$ cat src/rtl/bios_dump_tx.sv
// Bootloader RAM read-back: reads a word range and sends each word as four 8N1 UART bytes, LSB byte first.
// Optional BIOS_DUMP_CHECKSUM_EN appends one frame holding the 8-bit sum of all data bytes sent.
module bios_dump_tx #(
  parameter int unsigned ADDR_WIDTH  = 12,
  parameter int unsigned HALF_PERIOD = 433
) (
  input  logic                  clk,
  input  logic                  rst,
  input  logic                  start,
  input  logic [ADDR_WIDTH-1:0] startAddr,
  input  logic [ADDR_WIDTH:0]   wordCount,
  output logic                  busy,
  output logic                  done,
  output logic                  memEn,
  output logic [ADDR_WIDTH-1:0] memAddr,
  input  logic [31:0]           memDout,
  output logic                  uartTx
);

  localparam int unsigned BIT_CYC = 2 * (HALF_PERIOD + 1);
  localparam int unsigned CNT_W   = $clog2(BIT_CYC);
  localparam int unsigned CW      = ADDR_WIDTH + 1;

  typedef enum logic [2:0] {IDLE, READ, LATCH, SEND, FINISH} state_t;

  state_t                state_q, state_nxt;
  logic [ADDR_WIDTH-1:0] addr_q, addr_nxt;
  logic [CW-1:0]         remain_q, remain_nxt;
  logic [31:0]           word_q, word_nxt;
  logic [CNT_W-1:0]      bit_cnt_q, bit_cnt_nxt;
  logic [3:0]            bit_idx_q, bit_idx_nxt;
  logic [1:0]            byte_idx_q, byte_idx_nxt;
  logic                  busy_nxt, done_nxt, mem_en_nxt, tx_nxt;
  logic [ADDR_WIDTH-1:0] mem_addr_nxt;
  logic [7:0]            cur_byte_c;
  logic                  bit_last_c;
`ifdef BIOS_DUMP_CHECKSUM_EN
  logic [7:0]            sum_q, sum_nxt;
  logic                  cs_q, cs_nxt;
`endif

  assign bit_last_c = (bit_cnt_q == CNT_W'(BIT_CYC - 1));

  // Byte currently on the wire
  always_comb begin
    cur_byte_c = word_q[7:0];
    case (byte_idx_q)
      2'd1:    cur_byte_c = word_q[15:8];
      2'd2:    cur_byte_c = word_q[23:16];
      2'd3:    cur_byte_c = word_q[31:24];
      default: cur_byte_c = word_q[7:0];
    endcase
`ifdef BIOS_DUMP_CHECKSUM_EN
    if (cs_q) cur_byte_c = sum_q;
`endif
  end

  always_ff @(posedge clk) begin
    if (rst) begin
      state_q    <= IDLE;
      addr_q     <= '0;
      remain_q   <= '0;
      word_q     <= '0;
      bit_cnt_q  <= '0;
      bit_idx_q  <= '0;
      byte_idx_q <= '0;
      busy       <= 1'b0;
      done       <= 1'b0;
      memEn      <= 1'b0;
      memAddr    <= '0;
      uartTx     <= 1'b1;
`ifdef BIOS_DUMP_CHECKSUM_EN
      sum_q      <= '0;
      cs_q       <= 1'b0;
`endif
    end else begin
      state_q    <= state_nxt;
      addr_q     <= addr_nxt;
      remain_q   <= remain_nxt;
      word_q     <= word_nxt;
      bit_cnt_q  <= bit_cnt_nxt;
      bit_idx_q  <= bit_idx_nxt;
      byte_idx_q <= byte_idx_nxt;
      busy       <= busy_nxt;
      done       <= done_nxt;
      memEn      <= mem_en_nxt;
      memAddr    <= mem_addr_nxt;
      uartTx     <= tx_nxt;
`ifdef BIOS_DUMP_CHECKSUM_EN
      sum_q      <= sum_nxt;
      cs_q       <= cs_nxt;
`endif
    end
  end

  // Next state and next registered outputs; uartTx reflects the bit being held
  always_comb begin
    state_nxt    = state_q;
    addr_nxt     = addr_q;
    remain_nxt   = remain_q;
    word_nxt     = word_q;
    bit_cnt_nxt  = bit_cnt_q;
    bit_idx_nxt  = bit_idx_q;
    byte_idx_nxt = byte_idx_q;
    busy_nxt     = busy;
    done_nxt     = 1'b0;
    mem_en_nxt   = 1'b0;
    mem_addr_nxt = memAddr;
    tx_nxt       = uartTx;
`ifdef BIOS_DUMP_CHECKSUM_EN
    sum_nxt      = sum_q;
    cs_nxt       = cs_q;
`endif
    case (state_q)
      IDLE: begin
        if (start) begin
          addr_nxt   = startAddr;
          remain_nxt = wordCount;
`ifdef BIOS_DUMP_CHECKSUM_EN
          sum_nxt    = '0;
          cs_nxt     = 1'b0;
`endif
          if (wordCount == '0) begin
`ifdef BIOS_DUMP_CHECKSUM_EN
            state_nxt   = SEND;
            cs_nxt      = 1'b1;
            busy_nxt    = 1'b1;
            bit_cnt_nxt = '0;
            bit_idx_nxt = '0;
            tx_nxt      = 1'b0;
`else
            state_nxt = FINISH;
            done_nxt  = 1'b1;
`endif
          end else begin
            state_nxt    = READ;
            busy_nxt     = 1'b1;
            mem_en_nxt   = 1'b1;
            mem_addr_nxt = startAddr;
          end
        end
      end
      READ: state_nxt = LATCH;
      LATCH: begin
        word_nxt     = memDout;
        addr_nxt     = addr_q + ADDR_WIDTH'(1);
        remain_nxt   = remain_q - CW'(1);
        byte_idx_nxt = '0;
        bit_idx_nxt  = '0;
        bit_cnt_nxt  = '0;
        tx_nxt       = 1'b0;
        state_nxt    = SEND;
`ifdef BIOS_DUMP_CHECKSUM_EN
        sum_nxt = sum_q + memDout[7:0] + memDout[15:8] + memDout[23:16] + memDout[31:24];
`endif
      end
      SEND: begin
        if (!bit_last_c) begin
          bit_cnt_nxt = bit_cnt_q + CNT_W'(1);
        end else begin
          bit_cnt_nxt = '0;
          if (bit_idx_q != 4'd9) begin
            bit_idx_nxt = bit_idx_q + 4'd1;
            tx_nxt      = (bit_idx_q < 4'd8) ? cur_byte_c[bit_idx_q[2:0]] : 1'b1;
          end else begin
`ifdef BIOS_DUMP_CHECKSUM_EN
            if (cs_q) begin
              state_nxt = FINISH;
              done_nxt  = 1'b1;
              busy_nxt  = 1'b0;
            end else if (byte_idx_q != 2'd3) begin
              byte_idx_nxt = byte_idx_q + 2'd1;
              bit_idx_nxt  = '0;
              tx_nxt       = 1'b0;
            end else if (remain_q != '0) begin
              state_nxt    = READ;
              mem_en_nxt   = 1'b1;
              mem_addr_nxt = addr_q;
            end else begin
              cs_nxt      = 1'b1;
              bit_idx_nxt = '0;
              tx_nxt      = 1'b0;
            end
`else
            if (byte_idx_q != 2'd3) begin
              byte_idx_nxt = byte_idx_q + 2'd1;
              bit_idx_nxt  = '0;
              tx_nxt       = 1'b0;
            end else if (remain_q != '0) begin
              state_nxt    = READ;
              mem_en_nxt   = 1'b1;
              mem_addr_nxt = addr_q;
            end else begin
              state_nxt = FINISH;
              done_nxt  = 1'b1;
              busy_nxt  = 1'b0;
            end
`endif
          end
        end
      end
      FINISH: state_nxt = IDLE;
      default: state_nxt = IDLE;
    endcase
  end

endmodule

$ cat config.mk
export PLATFORM = sky130hd
export DESIGN_NAME = bios_dump_tx
export DESIGN_NICKNAME = d
export VERILOG_FILES = /design/src/rtl/bios_dump_tx.sv
export SDC_FILE = /design/constraint.sdc
export NUM_CORES = 1
export LEC_CHECK = 0
export CORE_MARGIN = 5
export CORE_UTILIZATION = 40
export CTS_BUF_LIST = sky130_fd_sc_hd__clkbuf_16
export CTS_CLUSTER_SIZE = 14
export DETAILED_ROUTE_END_ITERATION = 10
export SYNTH_ARGS = -nofsm -noshare
export SYNTH_HDL_FRONTEND = slang
export SYNTH_SLANG_ARGS = --single-unit
$ cat constraint.sdc
create_clock -name clk -period 3.4 [get_ports clk]
set_clock_uncertainty 0.05 [all_clocks]
set_input_delay 0.68 -clock clk [delete_from_list [all_inputs] [get_ports clk]]
set_output_delay 0.68 -clock clk [all_outputs]
set_load 0.005 [all_outputs]
After elaboration in Yosys (flattened, before gate mapping)
Cells that the tools add are included.
{"block": "totals", "register_bits": 92, "latch_bits": 0, "mem_bits_rw": 0, "rom_bits": 0, "input_bits": 60, "out_inout_bits": 16, "elab_cells": 106, "memories": 0}
{"block": "op_classes", "add_sub_neg": 5, "n_mul": 0, "n_div": 0, "order_cmp": 2, "n_eq_ne": 18, "shift": 0, "n_mux": 57, "bitwise": 0, "reduce_logical": 12}
{"cell": "$mux 12", "n": 7}
{"cell": "$pmux 12 s2", "n": 2}
{"cell": "$pmux 13 s2", "n": 1}
{"cell": "$pmux 8 s3", "n": 1}
{"cell": "$mux 1", "n": 23}
{"cell": "$pmux 10 s2", "n": 1}
{"cell": "$mux 3", "n": 6}
{"cell": "$ne 2x2->1 const B", "n": 9}
{"cell": "$reduce_and 7->1", "n": 2}
{"cell": "$logic_not 13->1", "n": 1}
{"cell": "$mux 13", "n": 1}
{"cell": "$reduce_bool 13->1", "n": 1}
{"cell": "$sub 13x1->13 const B", "n": 1}
{"cell": "$add 12x1->12 const B", "n": 1}
{"cell": "$mux 4", "n": 3}
{"cell": "$pmux 3 s4", "n": 1}
{"cell": "$add 10x1->10 const B", "n": 1}
{"cell": "$eq 10x10->1 const B", "n": 1}
{"cell": "$mux 10", "n": 1}
{"cell": "$pmux 1 s2", "n": 4}
{"cell": "$pmux 4 s2", "n": 1}
{"cell": "$reduce_and 4->1", "n": 2}
{"cell": "$eq 3x2->1 const B", "n": 2}
{"cell": "$mux 2", "n": 3}
{"cell": "other kinds (15)", "n": 18}

Logic depth before layout (Yosys ltp)
{"block": "logic_depth", "ltp_word": 8, "ltp_mapped": 9, "mapped_depth_nobuf": 7}

Worst setup path before layout
Ideal clock, no wire load.
{"block": "synth_path", "kind": "reg-to-reg", "from": "reg bit_idx_q[1]", "to": "reg memAddr[11]", "arrival_ns": 2.171, "required_time_ns": 3.208, "path_slack_ns": 1.037, "stages_incl_launch_ff": 10, "path_buffers": 2, "period_less_slack_ns": 2.363, "cell_sequence": "dfxtp_1 clkbuf_1 inv_1 ha_1 and4b_1 or4b_1 a211oi_2 and2_4 buf_6 a211oi_2"}
{"block": "synth_via", "elab_chain_cells": 3}
{"element": "from (decl)", "line": "31", "text": "logic [3:0] bit_idx_q, bit_idx_nxt;"}
{"element": "from (signal assigned)", "line": "82", "text": "bit_idx_q <= bit_idx_nxt;"}
{"element": "$ne 4x4->1", "line": "162", "text": "if (bit_idx_q != 4'd9) begin"}
{"element": "$ne 2x2->1 (no source line)"}
{"element": "$reduce_and 7->1 (no source line)"}
{"element": "to (signal assigned)", "line": "87", "text": "memAddr <= mem_addr_nxt;"}
{"element": "to (decl)", "line": "15", "text": "output logic [ADDR_WIDTH-1:0] memAddr,"}
Every way passes these cells.
A chain may end at the register's enable or synchronous reset.

Worst setup path in the final report
{"block": "layout_path", "from": "reg byte_idx_q[0]", "to": "reg memAddr[9]"}
{"block": "layout_via", "elab_chain_cells": 3}
{"element": "from (decl)", "line": "32", "text": "logic [1:0] byte_idx_q, byte_idx_nxt;"}
{"element": "from (signal assigned)", "line": "83", "text": "byte_idx_q <= byte_idx_nxt;"}
{"element": "$ne 2x2->1", "line": "185", "text": "if (byte_idx_q != 2'd3) begin"}
{"element": "$ne 2x2->1 (no source line)"}
{"element": "$reduce_and 7->1 (no source line)"}
Every way passes these cells.

==> flow_metrics.py <==
metrics = {
    "logic_synthesis": {
        "mappedNetlistNets": 615,
        "synth_top_cell_area_share": 0.411,
        "seq_area_frac_synth": 0.411,
        "post_synth.cell_area_avg_sq_um": 8.21,
        "synth_area_sq_um": 4480,
        "yosys.area.top_type": "dfxtp_1",
        "ys_ff_latch": 92,
        "async_flop_share": 0,
        "yosys-top-cells-area": "dfxtp_1, nand2_1, a21oi_1, mux2i_1, a211oi_2",
        "synthFlopType": "dfxtp_1",
        "synth_cell_type_count": 61,
        "synth_edf_count": 0,
        "syn_inst": 546,
        "ys_warn_count": 0,
    },
    "detailed_routing": {
        "wl_mm": 11.7,
        "antenna_left": 0,
        "vias_per_cell": 5.56,
        "drcViolationCount": 0,
        "drt_iter0_markers": 218,
        "drtPass1Iterations": 4,
        "num_vias": 4145,
        "wl_per_cell_um": 15.7,
    },
    "floorplan": {
        "start_util": 0.410,
        "rows": 38,
        "pin_count": 76,
        "coreArea_sq_um": 10900,
        "die-area_sq_um": 13400,
        "die_y_um": 116,
        "dieWidth_um": 116,
    },
    "critical_path": {
        "end_kind": "flip-flop",
        "crit_required_ns": 3.56,
        "r2r_end": "memAddr[9]$_SDFFE_PP0P_",
        "crit_arrival_ns": 2.87,
        "reg2reg_slack_ns": 0.69,
        "startpoint_type": "flip-flop",
        "regToRegStartpoint": "byte_idx_q[0]$_SDFFE_PP0P_",
        "reg2regPathDepth": 7,
        "crit_type": "flip-flop to flip-flop",
        "crit_fanout": 14,
    },
    "global_routing": {
        "grt_max_degree": 48,
        "grt_util_all_layers": 0.178,
        "grt_pass1_wl_mm": 19.4,
        "grt_pass1_vias": 3989,
        "antenna_found_initial": 0,
        "grt-ovfl-total": 0,
    },
    "clock_tree": {
        "cts_htree_levels": 3,
        "cts_tree": "yes",
        "cts_hold_buf": 0,
        "post-cts-setup-buffer-count": 0,
        "clkLatencyLatePin_ns": 0.34,
        "clk_pin_slew_ns": 0.06,
        "cts.sinks": 92,
        "cts_buffer_depth": 2,
        "cts_root_buf": "clkbuf_16",
        "cts_resized": 0,
        "numCtsBuffers": 9,
    },
    "worst_hold_path": {
        "whs_path_depth": 2,
        "hp-class": "flip-flop to flip-flop",
        "min_to": "word_q[14]$_SDFFE_PP0P_",
        "worstHoldStart": "word_q[14]$_SDFFE_PP0P_",
    },
    "final_layout": {
        "areaGrowthSynthToFinish_pct": 24.6,
        "stdcell_area_sq_um": 5590,
        "final_nets": 670,
        "final_cells": 746,
        "drive_gt1_frac": 0.0809,
        "n_antenna_cell": 0,
    },
    "placed_design": {
        "portBuffers": 75,
        "place.gp.congestion": 0.806,
        "place_area_sq_um": 5320,
        "placed_cells": 730,
        "dp_hpwl_mm": 8.30,
    },
    "sta": {
        "finalHoldViolCount": 0,
        "slew_viol_final": 0,
        "setup-tns-final_ns": 0,
        "whs_ns": 0.404,
        "rsz0062_at_grt": "no",
        "setup_viol": 0,
        "max_freq_mhz": 369,
        "slew_headroom": 0.432,
        "tightest_slew_ns": 0.846,
        "fin_crit_ns": 2.71,
        "period_share": 0.797,
    },
    "power": {
        "leakagePower_uw": 0.00199,
        "total_power_uw": 3020,
        "ir_drop_v": 0.000248,
        "powerDensity_nw_per_um2": 540,
    },
    "flow_run": {
        "drv_cap": 0,
    },
    "status": {
        "status": "complete, no violations",
    },
}
-- how the worst max path moves through the flow --
stage	startpoint	to	slack [ns]	depth (start not counted)
6_report	byte_idx_q[0]$_SDFFE_PP0P_	memAddr[9]$_SDFFE_PP0P_	0.69	7
5_1_grt	byte_idx_q[0]$_SDFFE_PP0P_	memAddr[10]$_SDFFE_PP0P_	0.56	7
4_1_cts	byte_idx_q[0]$_SDFFE_PP0P_	memAddr[9]$_SDFFE_PP0P_	0.69	7
3_5_place_dp	wordCount[6]	memAddr[9]$_SDFFE_PP0P_	0.56	6
3_3_place_gp	wordCount[6]	memAddr[10]$_SDFFE_PP0P_	0.60	6
2_1_floorplan	bit_idx_q[1]$_SDFFE_PP0P_	memAddr[11]$_SDFFE_PP0P_	1.04	9
-- per-stage QoR --
| stage | utilization | worst slack [ns] |
|---|---|---|
| final | 0.511 | 0.690 |
| after global routing | 0.511 | 0.563 |
| after CTS | 0.511 | 0.691 |
| after detailed placement | 0.487 | 0.560 |
| after global placement | 0.487 | 0.602 |
| after floorplan | - | 1.04 |
-- cell families after synthesis --
| kind of cell | count (synthesis) | share of synthesized area |
|---|---|---|
| AOI/OAI and AO/OA | 164 | 0.249 |
| and+or+nand+nor | 215 | 0.226 |
| DFF | 92 | 0.411 |
| adders and majority gates | 9 | 0.0251 |
| xor gates and xnor gates | 1 | 0.00195 |
| buffers and inverters | 48 | 0.0438 |
| muxes | 17 | 0.0438 |
-- cell usage after synthesis (3+ instances only) --
master    number
nand2_1      106
dfxtp_1       92
a21oi_1       75
clkbuf_1      32
nor2_1        30
nand3_1       16
a22oi_1       15
mux2i_1       14
nor3_1        12
a211oi_2      11
o21ai_0       10
a311oi_1       9
ha_1           9
a31oi_1        7
and3_1         6
inv_1          6
nor4_1         6
or3_1          6
a211oi_1       5
a221oi_1       5
nor2b_1        5
and2_1         4
buf_1          4
or2_2          4
a32oi_1        3
a41oi_1        3
buf_2          3
nand4_1        3
o211ai_1       3
or4_1          3
-- flip-flops by register name (all words and copies together) (netlist names) --
signal,flops
state_q,3
done,1
bit_cnt_q,10
memAddr,12
byte_idx_q,2
remain_q,13
memEn,1
word_q,32
bit_idx_q,4
busy,1
addr_q,12
uartTx,1
-- report_power, final --
group	switching [uW]	total [uW]	leakage (uW)	internal, uW
combinational	437	808	0.00111	371
sequential	103	1320	0.000752	1210
clock	407	892	0.000133	485
-- metal layers --
layer / track usage / part of all wire / wire [um] / vias to the layer above
li1: - / - / - / 2105
met1: 0.249 / 0.48 / 5630 / 1940
met2: 0.272 / 0.46 / 5390 / 91
met3: 0.0423 / 0.050 / 581 / 9
met4: 0.0588 / 0.011 / 125 / 0
met5: 0 / 0 / 0 / -
-- area by class of cell --
cell class	instances	area, sq um
Multi-Input combinational cell	406	2460
Inverter	6	22.5
Clock buffer	9	225
Sequential cell	92	1840
Fill cell	1091	5350
Tap cell	140	175
Clock inverter	7	36.3
Timing Repair Buffer	86	828
-- placed cells by master (no fill, tap or decap), types with 3 or more instances in the layout --
cell type / instances
a21oi_1: 75
or4_1: 3
nand2_1: 106
dfxtp_1: 92
a221oi_1: 5
clkbuf_16: 9
a311oi_1: 9
or3_1: 6
a41oi_1: 3
clkdlybuf4s50_1: 74
a32oi_1: 3
mux2i_1: 14
a22oi_1: 15
and3_1: 6
nor2b_1: 5
a211oi_2: 11
o21ai_0: 10
nand3_1: 16
or2_2: 4
nor4_1: 6
a31oi_1: 7
nor3_1: 12
ha_1: 9
a211oi_1: 5
nor2_1: 30
o211ai_1: 3
buf_4: 11
and2_1: 4
inv_1: 8
nand4_1: 3
-- worst max-delay path, cell delays in order (launching register included) --
cell,delay [ns]
dfxtp_1,0.38
ha_1,0.42
and4b_1,0.31
or4b_1,0.56
a211oi_2,0.26
buf_4,0.22
and2_4,0.28
a211oi_1,0.10
(Power assumes the default switching activity.)
